<file path="config.mk">
export PLATFORM = sky130hd
export DESIGN_NAME = merge_arb
export DESIGN_NICKNAME = d
export VERILOG_FILES = /design/src/rtl/merge_arb_pkg.sv /design/src/rtl/merge_arb_rr_pick.sv /design/src/rtl/merge_arb.sv
export SDC_FILE = /design/constraint.sdc
export NUM_CORES = 1
export LEC_CHECK = 0
export ABC_AREA = 1
export ABC_CLOCK_PERIOD_IN_PS = 2700
export CORE_MARGIN = 3
export CORE_UTILIZATION = 30
export DETAILED_ROUTE_END_ITERATION = 6
export HOLD_SLACK_MARGIN = 0.15
export PLACE_DENSITY_LB_ADDON = 0.08
export SYNTH_ARGS = -nofsm -noshare
export SYNTH_HDL_FRONTEND = slang
export SYNTH_SLANG_ARGS = --single-unit
export TNS_END_PERCENT = 30
</file>
<file path="constraint.sdc">
create_clock -name clk -period 2.7 [get_ports clk]
set_input_delay 0.54 -clock clk [delete_from_list [all_inputs] [get_ports clk]]
set_output_delay 0.54 -clock clk [all_outputs]
set_load 0.01 [all_outputs]
</file>
<file path="src/rtl/merge_arb_pkg.sv">
// Shared types and helpers for the merge_arb round-robin merge stage.
// Channel words are W+1 bits wide, with the valid flag in the MSB.
`ifndef MERGE_ARB_PKG_SV
`define MERGE_ARB_PKG_SV

`define MERGE_ARB_WORD_T(WIDTH) logic [(WIDTH):0]

package merge_arb_pkg;

    localparam int DEFAULT_W = 8;
    localparam int DEFAULT_N = 4;

    // Position of the valid flag inside a W-bit-payload channel word.
    function automatic int valid_bit(input int w);
        return w;
    endfunction

    // Successor of index g modulo n. The wrap is explicit, so N need not be a power of two.
    function automatic int rr_next(input int g, input int n);
        return (g + 1 >= n) ? 0 : g + 1;
    endfunction

endpackage

`endif

</file>
<file path="src/rtl/merge_arb_rr_pick.sv">
// Combinational round-robin picker: first requester at or after ptr, modulo N.
module rr_pick #(
    parameter  int N  = 4,
    localparam int NW = $clog2(N)
) (
    input  logic [N-1:0]  i_req,
    input  logic [NW-1:0] i_ptr,
    output logic [NW-1:0] o_g,
    output logic          o_any
);

    always_comb begin
        int   idx;
        logic found;
        o_g   = i_ptr;
        found = 1'b0;
        idx   = 0;
        for (int k = 0; k < N; k++) begin
            idx = int'(i_ptr) + k;
            if (idx >= N) idx = idx - N;
            if (!found && i_req[NW'(idx)]) begin
                o_g   = NW'(idx);
                found = 1'b1;
            end
        end
        o_any = |i_req;
    end

endmodule

</file>
<file path="src/rtl/merge_arb.sv">
// N-to-1 round-robin merge into one bubble-filling output register.
// Define MERGE_ARB_SRC_EN to add the registered out_src source index port.
module merge_arb
    import merge_arb_pkg::*;
#(
    parameter  int W  = DEFAULT_W,
    parameter  int N  = DEFAULT_N,
    localparam int NW = $clog2(N)
) (
    input  logic             clk,
    input  logic             rst_n,
    input  logic [N-1:0][W:0] in_data,
    output logic [N-1:0]     in_stop,
    output logic [W:0]       out_data,
    input  logic             out_stop
`ifdef MERGE_ARB_SRC_EN
    ,
    output logic [NW-1:0]    out_src
`endif
);

    localparam int VB = valid_bit(W);

    typedef `MERGE_ARB_WORD_T(W) word_t;

    word_t           r_out;
    logic [NW-1:0]   r_ptr;
    logic [NW-1:0]   w_g;
    logic [N-1:0]    w_req;
    logic            w_any;
    logic            w_en;

    always_comb begin
        w_req = '0;
        for (int i = 0; i < N; i++) w_req[i] = in_data[i][VB];
    end

    rr_pick #(.N(N)) u_pick (
        .i_req (w_req),
        .i_ptr (r_ptr),
        .o_g   (w_g),
        .o_any (w_any)
    );

    // The register takes a word whenever it is empty or its word is being consumed.
    assign w_en = !(r_out[VB] && out_stop);

    // Only the granted producer is released, and never while reset is held.
    always_comb begin
        in_stop = '1;
        for (int i = 0; i < N; i++) begin
            if (rst_n && w_en && w_any && (w_g == NW'(i))) in_stop[i] = 1'b0;
        end
    end

    always_ff @(posedge clk or negedge rst_n) begin
        if (!rst_n) begin
            r_out <= '0;
            r_ptr <= '0;
        end else if (w_en) begin
            r_out <= w_any ? word_t'(in_data[w_g]) : '0;
            if (w_any) r_ptr <= NW'(rr_next(int'(w_g), N));
        end
    end

`ifdef MERGE_ARB_SRC_EN
    logic [NW-1:0] r_src;

    always_ff @(posedge clk or negedge rst_n) begin
        if (!rst_n) begin
            r_src <= '0;
        end else if (w_en && w_any) begin
            r_src <= w_g;
        end
    end

    assign out_src = r_src;
`endif

    assign out_data = r_out;

endmodule
</file>
==> flow_summary.rst <==
.. list-table::
   :header-rows: 1

   * - Metric
     - Value
   * - DRC marker count from the first detailed-route iteration
     - 34
   * - Global route total overflow
     - 0
   * - RSZ-0062 raised after global routing
     - yes
   * - Maximum level of the CTS H-tree
     - 1
   * - Cell internal power dissipation
     - 0.00111 W
   * - Routability congestion estimate from global placement
     - 0.736
   * - Number of max-slew violations in the final report
     - 0
   * - Yosys top cell by area
     - nand2_1
   * - Maximum number of pins on one net before global-route repair
     - 17
   * - Clock Root Buffer
     - clkbuf_8
   * - Setup bufs post-CTS
     - 0
   * - Pleak
     - 1.03 nW
   * - Worst voltage drop across the vdd grid
     - 0.453 mV
   * - Family of cells with the greatest summed delay on the critical path
     - simple AND/OR/NAND/NOR gates
   * - Clock skew
     - 0.00227 ns
   * - Insertion delay of the later-clocked pin in the worst-skew pair
     - 0.24 ns
   * - Iteration count of the initial detailed-routing pass
     - 4
   * - Depth of the worst register-to-register path
     - 15
   * - Final #Nets
     - 308
   * - Worst hold margin
     - 0.477 ns
   * - Number of flops mapped to enable cells by yosys
     - 0
   * - Starting Density
     - 31.5%
   * - R2R Setup Slk
     - 0.72 ns
   * - Core area
     - 4030 sq um
   * - Longest individual stage delay on the worst path
     - 0.28 ns
   * - Average via count per standard cell
     - 4.40
   * - Hold worst-path end
     - out_data[5]
   * - Worst path slowest cell
     - dlygate4sd2_1
   * - Non-Filler Instances
     - 314
   * - Worst Hold Depth
     - 2
   * - CP bufs+invs
     - 4
   * - Minimum setup slack after placement
     - -0.554 ns
   * - Buffer depth of the longest clock path
     - 2
   * - Sw frac
     - 52.1%
   * - Post-synth top area share
     - 23.9%
   * - Initial antenna violation count
     - 0
   * - Number of instances in the synthesized netlist
     - 199
   * - Required arrival time at the worst endpoint
     - 2.16 ns
   * - Final setup fails
     - 0
   * - Synth Net Count
     - 242
   * - Switching power
     - 0.00121 W
   * - Dominant cells by area after synthesis
     - nand2_1 24%, dfrtp_1 22%, nand3_1 15%
   * - Total I/O pin count
     - 52
   * - Largest driver fanout on the critical path
     - 4
   * - Areal power density over the cells
     - 1200 nW/um^2
   * - Final routed DRC violation total
     - 0
   * - RR Endpoint
     - out_data[0]
   * - Count of input and output buffers
     - 51
   * - Startpoint of the worst hold path
     - out_data[5]
   * - Sequential element share of the synthesized area
     - 21.7%
   * - Highest Clock Rate
     - 0.378 GHz
   * - Class of the worst hold path
     - register to register
   * - Flip-flop and latch count after synthesis
     - 11
   * - Most frequently used cell type in the post-synthesis netlist
     - nand2_1
   * - Die height
     - 71.1 um
   * - Cell count after placement
     - 310
   * - Outcome
     - complete, no violations
   * - Detailed placement HPWL
     - 2790 um
   * - Floorplan die width
     - 71.1 um
   * - Share of power burned in the clock network
     - 7.1%
   * - Mapped Area
     - 1270 sq um
   * - Synth cell count leaders
     - 81 x nand2_1, 39 x nand3_1, 21 x inv_1
   * - Wire length of the first global-routing pass
     - 6200 um
   * - Most instantiated flip-flop cell in the synthesis netlist
     - dfrtp_1
   * - Syn. warnings
     - 0
   * - Vias in the first global route
     - 1,404
   * - Category of the most critical setup path
     - input port to output pin
   * - Min cycle time layout
     - 2.65 ns
   * - Sequential cell fraction of total power
     - 12.6%
   * - CP Cell Sequence
     - dlygate4sd2_1 > nand2_1 > nand3_1 > nand2_2 > inv_2 > nor2_8 > nand2_4 > nand3_1 > nand2_4 > inv_2 > ha_1 > nand2_1 > clkdlybuf4s15_2
   * - Rows
     - 23
   * - Period utilisation layout
     - 98.0%
   * - Data arrival time at the worst-slack endpoint
     - 2.11 ns
   * - Synthesized area divided by synthesized cell count
     - 6.38 sq um
   * - Proportion of register bits with asynchronous set or reset after synthesis
     - 100%
   * - Final Worst Setup Slack
     - 0.0544 ns
   * - Actual slew at the worst max-slew pin
     - 0.765 ns
   * - Combined global-route utilization of all metal layers
     - 15.3%
   * - Post-detailed-routing wire length
     - 3440 um
   * - Routed wirelength normalized by instance count
     - 10.9 um
   * - Antenna viol nets, final
     - 0
   * - Clock-pin slew on the worst setup and hold paths
     - 0.05 ns
   * - Total inserted antenna cells
     - 0
   * - Clk sink count
     - 11
   * - Launching point of the worst reg2reg path
     - r_ptr[0]
   * - Combinational share of power
     - 80.2%
   * - Worst slew slack as a fraction of its limit
     - 48.8%
   * - Area delta synth->final
     - 52.0%
   * - Count of unique library cells instantiated by Yosys
     - 19
   * - Detailed-route via count
     - 1,383
   * - Total clock buffers created by CTS
     - 3
   * - TritonCTS clock tree
     - built
   * - Share of layout cells above drive strength 1
     - 20.1%
   * - Setup crit start kind
     - input port
   * - Worst Setup End Kind
     - output pin
   * - Hold violation total from the final report
     - 0
   * - Die area
     - 5050 sq um
   * - Total of max-cap violations
     - 0
==> logic make-up after synthesis <==
logic type	share of synthesized area [%]
simple gates	60.0
fa+ha+maj	3.94
buf+inv	13.2
flops	21.7
compound gates	1.18
==> cells in the final DEF (no fill, tap or decap), types with 3 or more instances in the layout <==
| master | instances |
|---|---|
| buf_4 | 15 |
| clkbuf_8 | 3 |
| clkdlybuf4s50_1 | 43 |
| dfrtp_1 | 11 |
| dlygate4sd2_1 | 4 |
| ha_1 | 4 |
| inv_1 | 21 |
| inv_2 | 4 |
| nand2_1 | 81 |
| nand2_2 | 15 |
| nand2_4 | 6 |
| nand3_1 | 39 |
==> per-layer routing <==
layer  routed length (um)  GRT usage [%]  vias up
met5                    0              0        -
met4                   46           4.38        0
met3                  206           4.12        5
met2                 1770           28.4       31
met1                 1420           16.8      601
li1                     -              -      746
==> worst max path at each step <==
stage           startpoint    endpoint  slack [ns]  cells past startpoint
6_report       in_data[26]  in_stop[2]        0.05                     13
2_1_floorplan  in_data[26]  in_stop[1]        0.45                     11
4_1_cts        in_data[17]  in_stop[2]        0.02                     14
3_5_place_dp   in_data[26]  in_stop[2]       -0.55                     13
3_3_place_gp   in_data[26]  in_stop[2]       -0.54                     13
5_1_grt        in_data[26]  in_stop[3]       -0.08                     13
==> power groups by stage <==
stage               Sequential, W  Clock, W  Combinational [W]
floorplan                0.000323         0            0.00133
global placement         0.000298         0            0.00189
detailed placement       0.000296         0            0.00190
CTS                      0.000296  0.000171            0.00189
global route             0.000306  0.000184            0.00215
finish                   0.000293  0.000166            0.00186
==> state kept, by name, summed over array words and instances, names as in the netlist <==
| signal | count |
|---|---|
| out_data | 9 |
| r_ptr | 2 |
==> per-stage QoR <==
step	power [W]	utilization, %	cell area (sq um)	setup TNS, ns
global placement	0.00219	46.9	1890	-2.02
floorplan	0.00166	-	1270	0
detailed placement	0.00219	46.9	1890	-2.07
finish	0.00232	47.9	1930	0
CTS	0.00236	48.0	1930	0
global route	0.00264	47.9	1930	-0.216
==> layout make-up <==
type / instances / area [sq um]
fill: 439 / 2100
multi-input combinational: 156 / 827
timing repair buffer: 66 / 616
sequential: 11 / 275
inverter: 27 / 104
tap: 50 / 62.6
clock buffer: 3 / 41.3
clock inverter: 1 / 5.00
==> tightest hold or removal path, delay by kind of cell (launching register included) <==
family,cells,cell delay [ns]
AND/OR/NAND/NOR,2,0.10
flip-flops,1,0.34
==> timing repair <==
action	in CTS	in global routing
hold buffers	0	0
endpoints found under the hold margin	0	0
gates resized for setup	14	3
endpoints found under the setup margin	4	4
pin swaps	0	0
(Power assumes the default switching activity.)
